**src/rtl/axis_packet_source.sv**
```systemverilog
// AXI4-Stream payload generator: configurable-length packets separated by an
// idle gap, four data modes, full backpressure support and a packet counter.
module axis_packet_source #(
  parameter int WORD_BYTES  = 4,
  parameter int MAX_WORDS   = 1024,
  parameter int GAP_W       = 32,
  parameter int SWAP_ENDIAN = 0,
  localparam int W  = WORD_BYTES * 8,
  localparam int LW = $clog2(MAX_WORDS + 1)
) (
  input  logic             clk,
  input  logic             rst,
  input  logic             enable,
  input  logic [LW-1:0]    cfg_len,
  input  logic [GAP_W-1:0] cfg_gap,
  input  logic [1:0]       cfg_mode,
  input  logic [W-1:0]     cfg_pattern,
  output logic [W-1:0]     m_axis_tdata,
  output logic             m_axis_tvalid,
  input  logic             m_axis_tready,
  output logic             m_axis_tlast,
  output logic [31:0]      pkt_count,
  output logic             busy
);

  typedef enum logic [1:0] {
    IDLE = 2'd0,
    SEND = 2'd1,
    GAP  = 2'd2
  } state_t;

  typedef enum logic [1:0] {
    MODE_COUNT = 2'd0,
    MODE_INDEX = 2'd1,
    MODE_PRBS  = 2'd2,
    MODE_CONST = 2'd3
  } mode_t;

  state_t           state;
  mode_t            mode_q;
  logic [LW-1:0]    len_q;
  logic [LW-1:0]    word_idx;
  logic [GAP_W-1:0] gap_q;
  logic [GAP_W-1:0] gap_cnt;
  logic [W-1:0]     pattern_q;
  logic [W-1:0]     run_cnt;
  logic [31:0]      lfsr;
  logic [31:0]      pkt_cnt_q;
  logic             tvalid_q;
  logic             tlast_q;
  logic             busy_q;

  logic             hs;
  logic             start_pkt;
  logic [LW-1:0]    eff_len;
  logic [31:0]      lfsr_next;
  logic [W-1:0]     lfsr_word;
  logic [W-1:0]     data_sel;
  logic [W-1:0]     data_out;

  // NOTE: every always_comb output gets a default first so no path can infer a latch.
  always_comb begin
    hs        = tvalid_q && m_axis_tready;
    lfsr_next = {lfsr[30:0], lfsr[31] ^ lfsr[21] ^ lfsr[1] ^ lfsr[0]};

    if (cfg_len == '0) begin
      eff_len = LW'(1);
    end else if (cfg_len > LW'(MAX_WORDS)) begin
      eff_len = LW'(MAX_WORDS);
    end else begin
      eff_len = cfg_len;
    end

    // A new packet starts from IDLE, back-to-back after tlast, or at the end of the gap.
    start_pkt = 1'b0;
    case (state)
      IDLE:    start_pkt = enable;
      SEND:    start_pkt = hs && tlast_q && (gap_q == '0) && enable;
      GAP:     start_pkt = (gap_cnt == GAP_W'(1)) && enable;
      default: start_pkt = 1'b0;
    endcase
  end

  always_comb begin
    lfsr_word = '0;
    for (int i = 0; i < W; i++) begin
      lfsr_word[i] = lfsr[i % 32];
    end
  end

  always_comb begin
    case (mode_q)
      MODE_COUNT: data_sel = run_cnt;
      MODE_INDEX: data_sel = W'(word_idx);
      MODE_PRBS:  data_sel = lfsr_word;
      default:    data_sel = pattern_q;
    endcase

    data_out = data_sel;
    if (SWAP_ENDIAN != 0) begin
      for (int b = 0; b < WORD_BYTES; b++) begin
        data_out[8*b +: 8] = data_sel[8*(WORD_BYTES-1-b) +: 8];
      end
    end
  end

  // Generator registers only move on a handshake or packet start, so the word holds while stalled.
  assign m_axis_tdata  = tvalid_q ? data_out : '0;
  assign m_axis_tvalid = tvalid_q;
  assign m_axis_tlast  = tlast_q;
  assign pkt_count     = pkt_cnt_q;
  assign busy          = busy_q;

  // NOTE: sequential state uses non-blocking assignments so every register samples pre-edge values.
  always_ff @(posedge clk) begin
    if (rst) begin
      state     <= IDLE;
      mode_q    <= MODE_COUNT;
      len_q     <= LW'(1);
      word_idx  <= '0;
      gap_q     <= '0;
      gap_cnt   <= '0;
      pattern_q <= '0;
      run_cnt   <= '0;
      lfsr      <= 32'hFFFF_FFFF;
      pkt_cnt_q <= '0;
      tvalid_q  <= 1'b0;
      tlast_q   <= 1'b0;
      busy_q    <= 1'b0;
    end else begin
      // Each generator advances only when one of its own words is consumed.
      if (hs) begin
        if (mode_q == MODE_COUNT) run_cnt <= run_cnt + W'(1);
        if (mode_q == MODE_PRBS)  lfsr    <= lfsr_next;
        if (tlast_q)              pkt_cnt_q <= pkt_cnt_q + 32'd1;
      end

      if (start_pkt) begin
        state     <= SEND;
        busy_q    <= 1'b1;
        tvalid_q  <= 1'b1;
        tlast_q   <= (eff_len == LW'(1));
        word_idx  <= '0;
        len_q     <= eff_len;
        gap_q     <= cfg_gap;
        mode_q    <= mode_t'(cfg_mode);
        pattern_q <= cfg_pattern;
      end else begin
        case (state)
          SEND: begin
            if (hs) begin
              if (tlast_q) begin
                word_idx <= '0;
                tvalid_q <= 1'b0;
                tlast_q  <= 1'b0;
                if (gap_q != '0) begin
                  state   <= GAP;
                  gap_cnt <= gap_q;
                end else begin
                  state  <= IDLE;
                  busy_q <= 1'b0;
                end
              end else begin
                word_idx <= word_idx + LW'(1);
                tlast_q  <= ((word_idx + LW'(1)) == (len_q - LW'(1)));
              end
            end
          end
          GAP: begin
            gap_cnt <= gap_cnt - GAP_W'(1);
            if (gap_cnt == GAP_W'(1)) begin
              state  <= IDLE;
              busy_q <= 1'b0;
            end
          end
          default: ;
        endcase
      end
    end
  end

endmodule

```
**config.mk**
```make
export PLATFORM = sky130hd
export DESIGN_NAME = axis_packet_source
export DESIGN_NICKNAME = d
export VERILOG_FILES = /design/src/rtl/axis_packet_source.sv
export SDC_FILE = /design/constraint.sdc
export NUM_CORES = 1
export LEC_CHECK = 0
export BUFFER_PORTS_ARGS = -buffer_cell sky130_fd_sc_hd__buf_2
export CAP_MARGIN = 10
export CORE_UTILIZATION = 45
export DETAILED_ROUTE_END_ITERATION = 8
export SYNTH_ARGS = -nofsm -noshare
export SYNTH_HDL_FRONTEND = slang
export SYNTH_SLANG_ARGS = --single-unit
```
**constraint.sdc**
```tcl
create_clock -name clk -period 4 [get_ports clk]
set_clock_uncertainty 0.2 [all_clocks]
set_input_delay 0.6 -clock clk [delete_from_list [all_inputs] [get_ports clk]]
set_output_delay 0.6 -clock clk [all_outputs]
set_load 0.02 [all_outputs]
```
=== Yosys cells after proc, flatten, opt, wreduce, memory -nomap -nowiden ===
Index checks and enable logic that the tools add are counted.

* Add/subtract/negate cells: 5
* Order comparisons: 1
* Eq/ne operators: 15
* Mux-type cells: 30
* Bitwise gates (word level): 4
* Reductions and logical operators: 26

{| class="wikitable"
|+ Operators with widths
! cell !! count
|-
| 2-to-1 mux 32 bit || 4
|-
| one-hot mux 32 bit (3 select lines) || 1
|-
| adder 32 x 1 -> 32 bit (second input constant) || 2
|-
| one-hot mux 32 bit (2 select lines) || 1
|-
| 2-to-1 mux 11 bit || 3
|-
| equality test 32 x 1 -> 1 bit (second input constant) || 1
|-
| zero test 32 bit || 1
|-
| nonzero test 32 bit || 1
|-
| subtractor 32 x 1 -> 32 bit (second input constant) || 1
|-
| 2-to-1 mux 1 bit || 14
|-
| != test 3 bit (second input constant) || 4
|-
| adder 11 x 1 -> 11 bit (second input constant) || 1
|-
| equality test 11 x 1 -> 1 bit (second input constant) || 1
|-
| equality test 11 bit || 1
|-
| > comparator 11 bit (second input constant) || 1
|-
| zero test 11 bit || 1
|-
| subtractor 11 x 1 -> 11 bit (second input constant) || 1
|-
| AND reduction 2 bit || 5
|-
| AND reduction 5 bit || 2
|-
| 2-to-1 mux 2 bit || 4
|-
| != test 2 bit (second input constant) || 4
|-
| AND reduction 4 bit || 2
|-
| nonzero test 2 bit || 4
|-
| logical AND 1 bit || 5
|-
| 11 further kinds || 16
|}

* Register bits after elaboration: 221
* Bits of input ports: 81
* Output and inout port bits: 67
* Logic and storage cells: 95

=== Depth between registers and ports, before layout ===
Gate-level depths: netlist (run 1).

* Depth in word-level cells: 7
* Depth in mapped cells: 12

=== Least setup slack after synthesis (run 1) ===
Ideal clock, no wire load.

* Kind: reg2reg
* From: register gap_cnt[0]
* To: register gap_cnt[18]
* Arrival: 2.323 ns
* Slack: 1.397 ns
* Cell stages (with the launch flop): 11
* Cells stage by stage: dfxtp_1 inv_1 ha_1 or3b_2 clkbuf_1 nor4_4 nand3_2 or4_4 o21ai_1 a21oi_1 a211oi_2

* Longest elaborated chain between the ends: 5
* Elaborated cells between the ends (all ways): 7
* Those cells by class: 1 x add/sub; 1 x eq/ne; 2 x mux; 1 x bitwise; 2 x reduce/logical

{| class="wikitable"
|+ RTL lines
! element !! RTL line !! RTL
|-
| start: declaration || 44 || <nowiki>logic [GAP_W-1:0] gap_cnt;</nowiki>
|-
| start signal: assignment || 158 || <nowiki>gap_cnt <= gap_q;</nowiki>
|-
| start signal: assignment || 170 || <nowiki>gap_cnt <= gap_cnt - GAP_W'(1);</nowiki>
|-
| branches (longest 5 deep; another with subtractor 32 x 1 -> 32 bit) || n/a ||
|}

Parallel ways; which one is timed is not known.
A chain may end at the register's enable or synchronous reset.

=== Worst setup path after layout (run 1) ===
* From: register gap_cnt[1]
* To: register gap_cnt[14]

The elaborated chain is that of the path after synthesis.

==> reports/metrics.csv, run 1 <==
stage,metric,value,unit
synthesis,synth_top_family_by_area,simple AND/OR/NAND/NOR gates,
power_and_ir_drop,vdd_drop_max,264.7,uV
synthesis,yosys.cell_types.count,63,
global_route,grt_pass1_vias,9242,
worst_setup_path,cp.required,4.19,ns
cts,post_cts_buffers,0,
final_layout,nets,1571,
min_path,hold_path.class,in2reg,
cts,cts_made_buffers,25,
routing,wl_per_cell,16.11,um
job,maxCapViolCount,0,
sta,setup_ws,0.5243,ns
synthesis,synth-xor-area-share,6.246,%
global_route,grt-ovfl-total,0,
sta,drv_slew,0,
sta,rsz0062_at_grt,no,
sta,fin_tns_setup,0,ns
synthesis,synth-seq-cells,221,
synthesis,yosysWarnings,0,
power_and_ir_drop,p_leak,5.008,nW
synthesis,synth-main-ff-cell,dfxtp_1,
worst_setup_path,cp_data_arrival_time,3.66,ns
worst_setup_path,cp-startpoint,gap_cnt[1],
worst_setup_path,path_buf_inv,2,
worst_setup_path,cp_slowest_cell,o211a_1,
synthesis,synth-edff-count,0,
global_route,antenna_found_initial,2,
worst_setup_path,cpPeakStageDelay,0.65,ns
power_and_ir_drop,power_density,433.8,mW/mm^2
routing,drc,0,
synthesis,synth_top_area_share,40.45,%
final_layout,synthToLayoutAreaGrowth,17.01,%
worst_setup_path,worstSetupStartpointType,flip-flop,
worst_setup_path,worst_r2r_path_depth,10,
worst_setup_path,path_class,reg2reg,
synthesis,netlist_area,0.01094,mm^2
synthesis,synthesis.nets,1475,
routing,vias_per_cell,5.471,
floorplan,start_util,46.19,%
synthesis,synth_area_per_cell,7.903,um^2
worst_setup_path,critPathCaptureType,flip-flop,
cts,clkTransAtPathRegs,0.06,ns
routing,first_pass_iters,5,
synthesis,synth.area.top_cells,"dfxtp_1 (40%), nand2_1 (9.4%), a21oi_1 (6.5%)",
synthesis,ys_seq_area_share,40.45,%
synthesis,synth_most_common_cell,nand2_1,
worst_setup_path,cpLargestDelayFamily,compound AO/OA/AOI/OAI gates,
power_and_ir_drop,power.total,5.553,mW
floorplan,dieArea,0.02493,mm^2
worst_setup_path,cp.depth,10,
worst_setup_path,reg2reg_to,gap_cnt[14],
synthesis,synth_common_cells,"nand2_1 (275), dfxtp_1 (221), a21oi_1 (141)",
final_layout,fin_util,54.04,%
sta,fmax,287.7,MHz
routing,routed_wl,29.31,mm
floorplan,ioPinCount,148,
cts,clkSinkCount,221,
final_layout,drive_above_1_share,17.29,%
worst_setup_path,path_cells,inv_1 -> ha_1 -> or3b_2 -> nor4_1 -> nand4_1 -> o311a_4 -> o211a_1 -> buf_4 -> a21oi_1 -> a211oi_2,
sta,fin_crit,3.476,ns
cts,ctsHtreeMaxLevel,1,
sta,hold_viol_final,0,
synthesis,synth_fa_ha_area_share,1.144,%
cts,cts_hold_buf,0,
outcome,status,completed,
cts,cts_tree,done,
worst_setup_path,cp_max_fo,31,
floorplan,placementRows,56,
synthesis,synth_compound_area_share,14.61,%
sta,tightest_slew,1.107,ns
cts,clock_path_buffers,3,
synthesis,async_reset_ff_share,0,%
sta,slew_headroom,26.17,%
placement,pre_cts_ws,0.5655,ns
worst_setup_path,r2r-start,gap_cnt[1],
cts,clk_latency,0.54,ns
sta,finalSetupViolCount,0,
routing,drt_iter0_markers,759,
routing,drtAntennaViolNets,0,
synthesis,synth_mux_area_share,4.541,%
sta,fin_crit_sh,86.89,%
worst_setup_path,r2r_setup_slack,0.52,ns
synthesis,netlist_instances,1384,
global_route,grt_usage,23.84,%
placement,dpl.hpwl,19.64,mm
synthesis,synth-simple-area-share,28.53,%
placement,place_congestion,0.8356,
global_route,grt_pass1_wl,47.80,mm
cts,cts_resized,0,
min_path,min_from,cfg_pattern[4],
floorplan,coreArea,0.02368,mm^2
routing,vias,9952,
final_layout,final_area,0.01280,mm^2
global_route,grt_max_degree,110,
placement,portBuffers,147,
floorplan,die_y,157.9,um
floorplan,die_w,157.9,um
worst_setup_path,cp-endpoint,gap_cnt[14],
placement,dpl_cell_area,0.01184,mm^2
synthesis,yosysTopAreaCell,dfxtp_1,
cts,cts_root_buf,clkbuf_16,
[where the power goes]
group / switching, mW / internal (mW) / total (mW)
Clock: 0.959 / 1.65 / 2.61
Sequential: 0.0615 / 2.27 / 2.33
Combinational: 0.382 / 0.224 / 0.606
[layout by cell type (no fill, tap or decap), drive strengths merged, types with 8 or more instances in the layout]
master	instances
o21ai	56
xnor2	35
nand2	275
a211oi	11
inv	24
nand4	18
dfxtp	221
and3	12
or4	12
mux4	11
ha	10
o32ai	8
nor2b	9
and2	32
mux2i	17
nand3b	9
or3	16
nor2	98
clkbuf	36
a21oi	141
a22oi	11
nor3	49
nor4	24
buf	163
xor2	43
nand3	85
[worst min-delay path: stages]
cell	delay, ns
buf_2	0.10
nand2_1	0.04
a21oi_1	0.05
[metrics by stage]
step	hold WS [ns]	cells
finish	0.09412	1819
floorplan	0.2329	1384
global route	0.08990	1818
detailed placement	0.2464	1772
CTS	0.07924	1817
global placement	0.2385	1772
[metal layers]
| layer | share of wire, % | vias to the layer above | GRT usage (%) |
|---|---|---|---|
| met5 | 0 | - | 0 |
| met4 | 1.7 | 0 | 5.640 |
| met3 | 4.9 | 36 | 3.312 |
| met2 | 44 | 231 | 38.31 |
| met1 | 49 | 4680 | 33.60 |
| li1 | - | 5005 | - |
[final cells by class]
cell class / instances / area, um^2
Antenna cell: 2 / 5.005
Clock buffer: 36 / 767.0
Clock inverter: 9 / 187.7
Fill cell: 2363 / 10880
Inverter: 24 / 90.09
Multi-Input combinational cell: 1045 / 6036
Sequential cell: 221 / 4427
Tap cell: 319 / 399.1
Timing Repair Buffer: 163 / 887.1
[how the worst min path moves through the flow]
stage	depth (start not counted)	end	slack, ns
after floorplan	2	pattern_q[11]	0.23
after global placement	2	pattern_q[1]	0.24
after detailed placement	2	pattern_q[5]	0.25
after CTS	3	pattern_q[3]	0.08
final	3	pattern_q[4]	0.09
after global routing	3	pattern_q[14]	0.09
[state kept, by name, summed over array words and instances, names as in the netlist, 2 cells and up]
| register | flops |
|---|---|
| lfsr | 32 |
| state | 2 |
| pattern_q | 32 |
| gap_cnt | 32 |
| gap_q | 32 |
| len_q | 11 |
| word_idx | 11 |
| run_cnt | 32 |
| mode_q | 2 |
| pkt_count | 32 |
[logic make-up after synthesis]
logic type                 after synthesis
muxes                                   35
xor gates and xnor gates                78
DFF                                    221
and+or+nand+nor                        658
adders and majority gates               10
buffers and inverters                  118
AOI/OAI and AO/OA                      264
No activity file was read; power rests on OpenSTA's default activity.
==> inputs of run 2 (changes only) <==
==> constraint.sdc (replaced) <==
create_clock -name clk -period 4 [get_ports clk]
set_clock_uncertainty 0.2 [all_clocks]
set_input_delay 0.6 -clock clk [delete_from_list [all_inputs] [get_ports clk]]
set_output_delay 0.6 -clock clk [all_outputs]
set_load 0.005 [all_outputs]
==> reports/metrics.csv, run 2 (synthesized netlist as in run 1, its figures left out) <==
stage,metric,value,unit,change
global_route,grt_pass1_vias,9168,,-0.80%
cts,cts_resized,0,,unchanged
power_and_ir_drop,p_leak,4.932,nW,-1.5%
cts,clock_path_buffers,3,,unchanged
power_and_ir_drop,comb_power_share,11.3,%,+0.4 points
routing,vias,9928,,-0.24%
worst_setup_path,r2r_setup_slack,0.79,ns,+0.27 ns
floorplan,placementRows,56,,unchanged
routing,vias_per_cell,5.467,,about the same
cts,cts_root_buf,clkbuf_16,,
worst_setup_path,r2r-start,gap_q[15],,
global_route,grt_max_degree,114,,+3.6%
global_route,grt_usage,23.81,%,-0.029 points
floorplan,ioPinCount,148,,unchanged
floorplan,start_util,46.19,%,unchanged
worst_setup_path,cp_max_fo,41,,+32%
routing,drt_iter0_markers,712,,-6.2%
cts,clkSinkCount,221,,unchanged
cts,ctsHtreeMaxLevel,1,,unchanged
power_and_ir_drop,vdd_drop_max,319.1,uV,+21%
floorplan,coreArea,0.02368,mm^2,unchanged
power_and_ir_drop,switching_share,25.99,%,+0.73 points
worst_setup_path,reg2reg_to,m_axis_tlast,,
worst_setup_path,cp_data_arrival_time,2.48,ns,-1.18 ns
worst_setup_path,worstSetupStartpointType,flip-flop,,
sta,drv_slew,0,,unchanged
routing,routed_wl,29.44,mm,+0.44%
power_and_ir_drop,power_frac_clock,43.8,%,-3.3 points
final_layout,layout_commonest_cell,nand2_1,,
final_layout,nets,1570,,-0.064%
job,maxCapViolCount,0,,unchanged
final_layout,seq_area,0.004427,mm^2,unchanged
min_path,holdPathStages,3,,unchanged
power_and_ir_drop,power.total,5.212,mW,-6.1%
global_route,grt_pass1_wl,47.79,mm,about the same
floorplan,dieArea,0.02493,mm^2,unchanged
routing,drc,0,,unchanged
sta,slew_headroom,49.37,%,+23 points
min_path,min_from,cfg_pattern[19],,
sta,fin_crit,3.276,ns,-0.1994 ns
sta,setup_ws,0.7237,ns,+0.1994 ns
cts,cts_made_buffers,26,,+4.0%
cts,clkTransAtPathRegs,0.06,ns,about the same
sta,fin_hold_ws,0.09820,ns,+0.004082 ns
final_layout,fin_util,53.41,%,-0.63 points
worst_setup_path,cp.required,3.20,ns,-0.99 ns
power_and_ir_drop,internal_power,3.858,mW,-7.0%
global_route,grt-ovfl-total,0,,unchanged
min_path,hold_path.class,in2reg,,
routing,wl_per_cell,16.21,um,+0.61%
final_layout,drive_above_1_share,16.72,%,-0.57 points
power_and_ir_drop,p_seq_share,44.9,%,+2.9 points
placement,dpl.hpwl,19.66,mm,about the same
sta,hold_viol_final,0,,unchanged
worst_setup_path,worst_r2r_path_depth,8,,-2
cts,cts_tree,done,,
sta,tightest_slew,0.7559,ns,-0.3516 ns
power_and_ir_drop,p_sw,1.355,mW,-3.4%
sta,finalSetupViolCount,0,,unchanged
placement,pre_cts_ws,0.7894,ns,+0.2239 ns
min_path,min_to,pattern_q[19],,
cts,post_cts_buffers,0,,unchanged
final_layout,multi_input_area,0.006036,mm^2,unchanged
worst_setup_path,critPathCaptureType,output port,,
final_layout,fillers,2353,,-0.42%
final_layout,synthToLayoutAreaGrowth,15.65,%,
cts,cts_hold_buf,0,,unchanged
routing,first_pass_iters,5,,unchanged
power_and_ir_drop,power_density,412.1,mW/mm^2,-5.0%
sta,fin_tns_setup,0,ns,unchanged
final_layout,final_cell_mix,"nand2_1 (275), dfxtp_1 (219), buf_2 (146)",,
floorplan,die_y,157.9,um,unchanged
placement,portBuffers,147,,unchanged
floorplan,die_w,157.9,um,unchanged
sta,rsz0062_at_grt,no,,
global_route,antenna_found_initial,2,,unchanged
placement,place_congestion,0.8173,,-2.2%
sta,fin_crit_sh,81.91,%,-5.0 points
worst_setup_path,path_class,reg2out,,
cts,clk_latency,0.54,ns,about the same
routing,drtAntennaViolNets,0,,unchanged
outcome,status,completed,,
sta,fmax,305.2,MHz,+6.1%
==> run 2: cell types whose count changed in the layout (fill, tap and decap cells not counted) <==
cell        change
clkinvlp_4      -1
clkinv_8        +1
inv_16          -1
clkbuf_16       +1
bufinv_16       -4
buf_4           -2
clkbuf_8        -4
clkinv_2        +1
clkbuf_1        +6
==> run 2: critical path: stages, from the launching register on <==
cell and delay [ns]:
dfxtp_2 0.57, buf_4 0.47, mux4_2 0.60, and2_1 0.18, buf_2 0.12
==> run 2: power groups by stage <==
stage                     clock network, mW  logic, mW  registers (mW)
after global placement                    0      0.585            2.38
after global routing                   2.42      0.655            2.35
after detailed placement                  0      0.587            2.39
after CTS                              2.34      0.589            2.34
after floorplan                           0      0.431            2.36
final                                  2.28      0.589            2.34
==> run 2: worst max path at each step <==
stage	start	slack, ns	depth (start not counted)	to
final	mode_q[0]	0.72	4	m_axis_tdata[0]
after global placement	m_axis_tready	0.87	9	run_cnt[28]
after detailed placement	gap_q[10]	0.79	8	m_axis_tlast
after floorplan	gap_cnt[0]	1.40	10	gap_cnt[18]
after CTS	mode_q[0]	0.67	4	m_axis_tdata[0]
after global routing	gap_q[24]	0.54	8	m_axis_tlast
==> run 2: layout make-up <==
| class | count | area share (%) |
|---|---|---|
| Multi-Input combinational cell | 1045 | 47.72 |
| Sequential cell | 221 | 35.00 |
| Timing Repair Buffer | 161 | 6.894 |
| Clock buffer | 39 | 6.004 |
| Tap cell | 319 | 3.155 |
| Inverter | 24 | 0.7122 |
| Clock inverter | 5 | 0.4847 |
| Antenna cell | 2 | 0.03956 |
==> run 2: per-stage QoR <==
| stage | std cells | instance area, um^2 |
|---|---|---|
| final | 1816 | 12650 |
| after global routing | 1815 | 12650 |
| after CTS | 1814 | 12640 |
| after detailed placement | 1770 | 11820 |
| after global placement | 1770 | 11820 |
| after floorplan | 1384 | 10940 |
==> run 2: routing by layer <==
layer  routed length [um]  up-vias  global-route usage [%]
met5                    0        -                       0
met4                  515        0                   5.363
met3                 1649       35                   3.559
met2                13020      257                   37.84
met1                14250     4647                   33.84
li1                     -     4989                       -
